`src/rtl/serial_adder_pkg.sv`:
```
// rtl/serial_adder_pkg.sv - shared types and constants for the bit-serial adder
package serial_adder_pkg;

   typedef enum logic {
      IDLE = 1'b0,
      RUN  = 1'b1
   } state_t;

   localparam int DEFAULT_WIDTH = 8;

   // Bit-counter width; a 1-bit floor keeps the counter legal at the smallest width.
   function automatic int cnt_width(input int width);
      return (width <= 2) ? 1 : $clog2(width);
   endfunction

endpackage

```
`src/rtl/full_adder.sv`:
```
// rtl/full_adder.sv - single combinational full-adder cell
module full_adder (
   input  logic x,
   input  logic y,
   input  logic ci,
   output logic s,
   output logic co
);

   assign s  = x ^ y ^ ci;
   assign co = (x & y) | (ci & (x ^ y));

endmodule

```
`src/rtl/serial_adder.sv`:
```
// rtl/serial_adder.sv - WIDTH-bit adder processing one bit per clock, LSB first
module serial_adder
   import serial_adder_pkg::*;
#(
   parameter int WIDTH = DEFAULT_WIDTH
) (
   input  logic             clk,
   input  logic             rst_n,
   input  logic             start,
   input  logic [WIDTH-1:0] a,
   input  logic [WIDTH-1:0] b,
   input  logic             cin,
   output logic             busy,
   output logic             done,
   output logic [WIDTH-1:0] sum,
   output logic             cout,
   output logic             ovf
);

   localparam int            CW   = cnt_width(WIDTH);
   localparam logic [CW-1:0] LAST = CW'(WIDTH - 1);
   localparam logic [CW-1:0] PRE  = CW'(WIDTH - 2);

   state_t           state;
   state_t           next_state;
   logic [WIDTH-1:0] a_sh;
   logic [WIDTH-1:0] b_sh;
   logic [WIDTH-1:0] sum_sh;
   logic [CW-1:0]    cnt;
   logic             carry;
   logic             c_msb_in;
   logic             cell_s;
   logic             cell_co;
   logic             load;
   logic             step;
   logic             last_bit;

   assign last_bit = (cnt == LAST);

   full_adder u_cell (
      .x  (a_sh[0]),
      .y  (b_sh[0]),
      .ci (carry),
      .s  (cell_s),
      .co (cell_co)
   );

   always_ff @(posedge clk or negedge rst_n) begin
      if (!rst_n) begin
         state <= IDLE;
      end else begin
         state <= next_state;
      end
   end

   always_comb begin
      next_state = state;
      case (state)
         IDLE:    if (start) next_state = RUN;
         RUN:     if (last_bit) next_state = IDLE;
         default: next_state = IDLE;
      endcase
   end

   always_comb begin
      busy = 1'b0;
      load = 1'b0;
      step = 1'b0;
      case (state)
         IDLE: load = start;
         RUN: begin
            busy = 1'b1;
            step = 1'b1;
         end
         default: ;
      endcase
   end

   // Result registers only move on the final bit so the previous answer stays visible during RUN.
   always_ff @(posedge clk or negedge rst_n) begin
      if (!rst_n) begin
         a_sh     <= '0;
         b_sh     <= '0;
         sum_sh   <= '0;
         cnt      <= '0;
         carry    <= 1'b0;
         c_msb_in <= 1'b0;
         done     <= 1'b0;
         sum      <= '0;
         cout     <= 1'b0;
         ovf      <= 1'b0;
      end else begin
         done <= 1'b0;
         if (load) begin
            a_sh  <= a;
            b_sh  <= b;
            carry <= cin;
            cnt   <= '0;
         end else if (step) begin
            sum_sh <= {cell_s, sum_sh[WIDTH-1:1]};
            carry  <= cell_co;
            a_sh   <= {1'b0, a_sh[WIDTH-1:1]};
            b_sh   <= {1'b0, b_sh[WIDTH-1:1]};
            if (cnt == PRE) begin
               c_msb_in <= cell_co;
            end
            if (last_bit) begin
               sum  <= {cell_s, sum_sh[WIDTH-1:1]};
               cout <= cell_co;
               ovf  <= c_msb_in ^ cell_co;
               done <= 1'b1;
            end else begin
               cnt <= cnt + CW'(1);
            end
         end
      end
   end

endmodule

```
`config.mk`:
```
export PLATFORM = sky130hd
export DESIGN_NAME = serial_adder
export DESIGN_NICKNAME = d
export VERILOG_FILES = /design/src/rtl/serial_adder_pkg.sv /design/src/rtl/full_adder.sv /design/src/rtl/serial_adder.sv
export SDC_FILE = /design/constraint.sdc
export NUM_CORES = 1
export LEC_CHECK = 0
export BUFFER_PORTS_ARGS = -buffer_cell sky130_fd_sc_hd__buf_2
export CAP_MARGIN = 10
export CORE_MARGIN = 2
export CORE_UTILIZATION = 39
export DETAILED_ROUTE_END_ITERATION = 8
export MAX_ROUTING_LAYER = met4
export SLEW_MARGIN = 10
export SYNTH_ARGS = -nofsm -noshare
export SYNTH_HDL_FRONTEND = slang
export SYNTH_SLANG_ARGS = --single-unit
```
`constraint.sdc`:
```
create_clock -name clk -period 1.7 [get_ports clk]
set_clock_uncertainty 0.1 [all_clocks]
set_input_delay 0.085 -clock clk [delete_from_list [all_inputs] [get_ports clk]]
set_output_delay 0.085 -clock clk [all_outputs]
set_load 0.03 [all_outputs]
```
Yosys cells after proc, flatten, opt, wreduce, memory -nomap -nowiden
Cells that the tools add are included. Widths: inputs -> output; s select.

Logic and storage cells: 45. Input bits: 20. Register bits: 41.

$add $sub $neg: 1. Equality and inequality tests: 3. Multiplexer cells: 17. Bitwise gates (word level): 8. Reductions and logical operators: 5.

Operators with widths (number): $mux 8 (4); $mux 1 (9); $mux 3 (3); $eq 3x3->1 const B (2); $reduce_and 3->1 (2); $reduce_and 2->1 (2); $add 3x1->3 const B (1); $xor 1x1->1 (3); $and 1x1->1 (2); $ne 2x2->1 const B (1); $not 1->1 (2); $pmux 1 s2 (1); $reduce_bool 2->1 (1); $or 1x1->1 (1).

Logic depth before layout (Yosys ltp)
Gate-level depths: netlist of run 1.

Word-level depth: 5. Depth in mapped cells: 6. Depth with buffers taken out: 6.

Hierarchy
From an unflattened synthesis of run 1, not the netlist that was laid out.

Cells, all modules: 133. Area, all modules: 1747.9 um^2.

By module, submodules not included: serial_adder (cells an instance 132, area an instance 1727.9 um^2, seq. area each 1001.0 um^2, instances 1); full_adder (cells an instance 1, area an instance 20.0 um^2, seq. area each 0.0 um^2, instances 1).

Worst setup path after synthesis of run 1
Ideal clock, no wire load.

Path type: register -> register. Start point: register cnt[1]. End point: register cout. Path slack: 150 ps. Data arrival time: 1325 ps. Buffers on the path: 1. Cell stages (with the launch flop): 6. Data required time: 1475 ps. Period minus slack after synthesis: 1550 ps. Library setup time: 125 ps. Cell sequence: dfrtp_1 > ha_1 > ha_1 > nand2_2 > buf_6 > mux2_4.

Cells in the longest elaborated chain, start to end: 2.

Ends and longest elaborated chain: from (decl) (line serial_adder.sv:29) `logic [CW-1:0] cnt;`; from (signal assigned) (line serial_adder.sv:113) `cnt <= cnt + CW'(1);`; $eq 3x3->1 (line serial_adder.sv:38) `assign last_bit = (cnt == LAST);`; $reduce_and 3->1 (no source line); to (signal assigned) (line serial_adder.sv:109) `cout <= cell_co;`; to (decl) (line serial_adder.sv:16) `output logic cout,`.

Every way passes these cells. A chain may end at the register's enable or synchronous reset.

Worst setup path in the final report of run 1
Start point: register cnt[0]. End point: register sum[6].

Cells in the longest elaborated chain, start to end: 2.

Ends and longest elaborated chain: $eq 3x3->1 (line serial_adder.sv:38); $reduce_and 3->1 (no source line); to (signal assigned) (line serial_adder.sv:108) `sum <= {cell_s, sum_sh[WIDTH-1:1]};`; to (decl) (line serial_adder.sv:15) `output logic [WIDTH-1:0] sum,`.

Every way passes these cells.

==> results of run 1 <==
[path summary, 6_finish.rpt]
check                             start   endpoint  slack (ns)  cells past startpoint
worst max-delay path             cnt[0]     sum[6]        0.10                      5
worst min-delay path               b[2]    b_sh[2]       0.003                      3
worst max register to register   cnt[0]     sum[6]        0.10                      5
worst min register to register  a_sh[5]    a_sh[4]        0.39                      2
max in group asynchronous         rst_n  sum_sh[2]        0.88                      3
min in group asynchronous         rst_n  sum_sh[6]        0.28                      3
[cell usage in the layout (no fill, tap or decap)]
| master | count |
|---|---|
| a22o_1 | 2 |
| buf_2 | 31 |
| buf_4 | 5 |
| clkbuf_1 | 2 |
| clkbuf_8 | 6 |
| dfrtp_1 | 40 |
| dlygate4sd3_1 | 12 |
| fa_1 | 1 |
| ha_1 | 2 |
| ha_2 | 1 |
| inv_1 | 2 |
| mux2_2 | 10 |
| mux2_4 | 8 |
| mux2i_1 | 17 |
| nand2_1 | 18 |
| nand2_4 | 1 |
| nand3_1 | 1 |
| nor2_1 | 4 |
| o21ai_0 | 17 |
| o22ai_1 | 1 |
| xnor2_1 | 1 |
[report_power, final]
part / internal, W / total [W] / switching [W]
Clock: 0.000331 / 0.000627 / 0.000296
Sequential: 0.00134 / 0.00157 / 0.000233
Combinational: 0.000701 / 0.00146 / 0.000755
Total: 0.00237 / 0.00366 / 0.00128
[through the flow]
step / setup TNS [ns] / total power, W
after floorplan: 0 / 0.002657
after global placement: -0.007139 / 0.002961
after detailed placement: -0.2502 / 0.003033
after CTS: 0 / 0.003700
after global routing: 0 / 0.003931
final: 0 / 0.003657
[logic make-up after synthesis]
group / synth area share
AO/OA/AOI/OAI: 0.06250
buffers and inverters: 0.03951
adder cells (fa/ha/maj): 0.03305
flip-flops: 0.5747
multiplexers: 0.2313
XOR/XNOR: 0.005030
AND/OR/NAND/NOR: 0.05387
[critical path, stage by stage, from the launching register on]
cell and delay [ns]:
dfrtp_1 0.36, ha_1 0.16, ha_2 0.24, nand2_4 0.15, inv_1 0.13, mux2_2 0.34
[metal layers]
| metal | global-route usage | up-vias |
|---|---|---|
| li1 | - | 551 |
| met1 | 0.1601 | 545 |
| met2 | 0.2066 | 27 |
| met3 | 0.03134 | 7 |
| met4 | 0.06289 | 0 |
| met5 | - | - |
[layout make-up]
cell class,count,area share
sequential,40,0.4643
tap,52,0.03018
inverter,2,0.003482
multi-input combinational,84,0.3151
clock buffer,8,0.04179
timing repair buffer,48,0.1451
[timing repair]
action | CTS | global route
gates cloned | 0 | 0
hold buffers | 12 | 0
setup buffers | 0 | 1
hold endpoints to repair | 51 | 0
resized for setup | 2 | 0
endpoints found under the setup margin | 10 | 1
[registers in the layout (all words and copies together) (netlist names)]
signal,cells
cnt,3
b_sh,8
carry,1
sum_sh,7
ovf,1
c_msb_in,1
sum,8
state,1
a_sh,8
cout,1
done,1
==> results.json, run 1 <==
{
  "status": "finished clean",
  "die-area_mm2": 0.005016,
  "initial_core_util": 0.4028,
  "antenna_cells": 0,
  "worst_pin_slew_ns": 0.5280,
  "fin_ws_ns": 0.1040,
  "grt_use_total": 0.1315,
  "fill_cells": 412,
  "numClockSinks": 40,
  "vias": 1130,
  "min_period_ns": 1.596,
  "io_buffers": 31,
  "layout.cells.non_filler": 234,
  "finalMaxSlewViolations": 0,
  "max_cap_viol_count": 0,
  "drt_first_pass_iters": 4,
  "criticalPathCategory": "reg2reg",
  "ys_seq_area_frac": 0.5747,
  "h-tree-depth": 2,
  "gp_congestion": 0.7624,
  "multiInputGateArea_um2": 679.4,
  "synthTopCellsByArea": "dfrtp_1 (57%), mux2i_1 (9.8%), mux2_4 (6.9%)",
  "syn_avg_cell_area_um2": 13.00,
  "cts-root-buf": "clkbuf_8",
  "nets": 205,
  "netlist_instances": 134,
  "drt_drc_violations_left": 0,
  "grt.overflow.total": 0,
  "synth_edf_count": 0,
  "core-area_mm2": 0.004324,
  "setup_viol": 0,
  "start_kind": "flop",
  "required_ns": 1.77,
  "p_leak_nw": 1.103,
  "clk_latency_ns": 0.28,
  "antenna_found_initial": 0,
  "regArea_mm2": 0.001001,
  "ys_ff_latch": 40,
  "slew_headroom": 0.6480,
  "maxUsedRoutingLayer": "met4",
  "crit_path_end_kind": "flop",
  "synth_flop_cell": "dfrtp_1",
  "grt_pass1_vias": 1152,
  "placed_area_mm2": 0.001931,
  "viasPerCell": 4.829,
  "die_x_um": 70.83,
  "fmax_ghz": 0.6266,
  "yosys_warnings": 0,
  "cts_buffers": 5,
  "yosysMostFrequentCell": "dfrtp_1",
  "async_flop_share": 1.000,
  "cts_tree": "yes",
  "crit_fanout": 11,
  "dp.cells": 213,
  "synth_area_mm2": 0.001742,
  "ir_drop_uv": 623.9,
  "design_area_mm2": 0.002156,
  "fp-row-count": 24,
  "syn_nets": 158,
  "syn_to_final_growth_pct": 23.78,
  "grt_max_degree": 41,
  "arrival_ns": 1.67,
  "grt_pass1_wl_um": 5043,
  "drt-initial-drc-count": 64,
  "met3WireLength_um": 136,
  "met2_length_um": 1370,
  "ant_nets": 0,
  "fin_hold_ws_ns": 0.002848,
  "drt-met1-wl_um": 1287,
  "fin_util": 0.4986,
  "synth_common_cells": "dfrtp_1 (40), nand2_1 (18), mux2i_1 (17), o21ai_0 (17), mux2_2 (10)",
  "drive_above_1_share": 0.3407,
  "rsz0062_at_grt": "no",
  "io_pins": 32,
  "synth_top_area_frac": 0.5747,
  "powerDensity_mw_per_mm2": 1696,
  "post-place-ws_ns": -0.1078,
  "fin_crit_sh": 0.9388,
  "hpwlAfterDp_um": 2019,
  "hp-class": "in2reg",
  "netlist.top_cell.by_area": "dfrtp_1",
  "timing_hold_violations_final": 0,
  "ctsLongestPathBuffers": 2,
  "drt_wl_total_um": 2853,
  "dieHeight_um": 70.83,
  "clkTransAtPathRegs_ns": 0.07,
  "avgRoutedWirePerCell_um": 12.19,
  "synthDistinctLibCells": 20
}
No activity file was read; power rests on OpenSTA's default activity.
==> inputs of run 2 (changes only) <==
Settings changed: CORE_UTILIZATION 39 to 54, PLACE_DENSITY from default to 0.78.
==> results.json, run 2 (same netlist as run 1, synthesis figures left out) <==
{
  "core-area_mm2": 0.003053,
  "p_leak_nw": 1.111,
  "clk_latency_ns": 0.35,
  "grt_max_degree": 41,
  "io_pins": 32,
  "crit_path_start": "cnt[1]",
  "ir_drop_uv": 738.4,
  "numClockSinks": 40,
  "required_ns": 1.85,
  "initial_core_util": 0.5705,
  "grt.overflow.total": 0,
  "grt_use_met2": 0.3241,
  "reg2reg_depth": 5,
  "crit_buf_inv": 1,
  "status": "finished clean",
  "io_buffers": 31,
  "drt_wl_total_um": 3204,
  "fin_util": 0.7098,
  "finalMaxSlewViolations": 0,
  "viasPerCell": 5.148,
  "timing_hold_violations_final": 0,
  "crit_path_end_kind": "flop",
  "h-tree-depth": 2,
  "drt_first_pass_iters": 4,
  "setup_viol": 0,
  "min_period_ns": 1.621,
  "max_cap_viol_count": 0,
  "rsz0062_at_grt": "no",
  "grt_pass1_vias": 1144,
  "path_cells": "ha_1 -> ha_2 -> nand2_4 -> inv_1 -> mux2_2",
  "top_usage_layer": "met2",
  "hpwlAfterDp_um": 2050,
  "drive_above_1_share": 0.3280,
  "antenna_cells": 0,
  "powerDensity_mw_per_mm2": 1625,
  "antenna_found_initial": 0,
  "crit_family": "adder cells",
  "hp-class": "in2async",
  "ctsLongestPathBuffers": 2,
  "cp.depth": 5,
  "fill_cells": 235,
  "use_met3": 0.07249,
  "clkTransAtPathRegs_ns": 0.11,
  "rrSetupSlack_ns": 0.08,
  "gp_congestion": 0.7384,
  "die_x_um": 60.79,
  "criticalPathCategory": "reg2reg",
  "drt-initial-drc-count": 23,
  "cts_buffers": 5,
  "ant_nets": 0,
  "nets": 210,
  "fp-row-count": 20,
  "vias": 1184,
  "cp_slowest_cell": "dfrtp_1",
  "worst_pin_slew_ns": 0.5203,
  "slowest_delay_ns": 0.39,
  "arrival_ns": 1.77,
  "die-area_mm2": 0.003695,
  "final_cell_mix": "dfrtp_1 (40), buf_2 (31), nand2_1 (18), dlygate4sd3_1 (18)",
  "syn_to_final_growth_pct": 24.43,
  "dieHeight_um": 60.79,
  "cts-root-buf": "clkbuf_4",
  "endpoint": "sum[6]",
  "grt_pass1_wl_um": 5168,
  "r2r_start": "cnt[1]",
  "reg_top3": "a_sh: 8 flops, b_sh: 8 flops, sum: 8 flops",
  "cts_tree": "yes",
  "start_kind": "flop",
  "drt_drc_violations_left": 0,
  "met1_usage": 0.2339,
  "fmax_ghz": 0.6171,
  "timing.setup.tns_ns": 0,
  "slew_headroom": 0.6532,
  "fin_crit_sh": 0.9533,
  "rr_endpoint": "sum[6]",
  "crit_fanout": 11,
  "final_common_cell": "dfrtp_1",
  "avgRoutedWirePerCell_um": 13.93,
  "grt_use_total": 0.2059
}
[run 2: cell count changes in the layout (fill, tap and decap cells not counted)]
cell / delta
buf_4: -2
clkinv_2: +1
dlygate4sd3_1: +6
buf_12: +1
clkbuf_4: +5
clkbuf_8: -6
clkbuf_1: -1
[run 2: power by group]
group	total, W	switching (W)	leakage (nW)	internal, W
Clock	0.000456	0.000303	0.0281	0.000152
Sequential	0.00158	0.000244	0.518	0.00134
Combinational	0.00148	0.000782	0.566	0.000702
[run 2: timing repair]
| item | in CTS | in global routing |
|---|---|---|
| gates resized for setup | 2 | 0 |
| buffers inserted | 0 | 1 |
| hold buffers | 18 | 0 |
| endpoints found under the setup margin | 8 | 1 |
| hold endpoints to repair | 57 | 0 |
[run 2: cell type report]
type / instances / area [µm²] / area share
Clock buffer: 6 / 41.29 / 0.01905
Clock inverter: 1 / 5.005 / 0.002309
Inverter: 2 / 7.507 / 0.003464
Multi-Input combinational cell: 84 / 679.4 / 0.3135
Sequential cell: 40 / 1001 / 0.4619
Tap cell: 44 / 55.05 / 0.02540
Timing Repair Buffer: 53 / 377.9 / 0.1744
[run 2: per-stage QoR]
step | hold slack (ns) | worst slack (ns) | cell area, µm² | cells | power, W
final | 0.1136 | 0.07940 | 2167 | 230 | 0.003522
after global routing | 0.1339 | 0.008009 | 2167 | 230 | 0.003771
after CTS | 0.1119 | 0.04139 | 2160 | 229 | 0.003525
after detailed placement | -0.03046 | -0.1081 | 1926 | 204 | 0.003033
after global placement | -0.03473 | 0.009847 | 1926 | 204 | 0.002928
after floorplan | -0.3106 | 0.1497 | 1742 | 134 | 0.002657
[run 2: worst min path at each step]
stage	start	depth (start not counted)	end
after floorplan	rst_n	0	a_sh[0]
after global placement	rst_n	2	sum[5]
after detailed placement	rst_n	2	sum[5]
after CTS	rst_n	3	sum[5]
after global routing	rst_n	3	sum[5]
final	rst_n	3	sum[5]
[run 2: metal layers]
metal | up-vias | part of all wire
met3 | 12 | 0.047
li1 | 561 | -
met1 | 573 | 0.42
met2 | 38 | 0.51
met5 | - | 0
met4 | 0 | 0.030
[run 2: tightest hold or removal path, delay by kind of cell]
kind,cells,cell delay [ns]
buffers and inverters,3,0.86
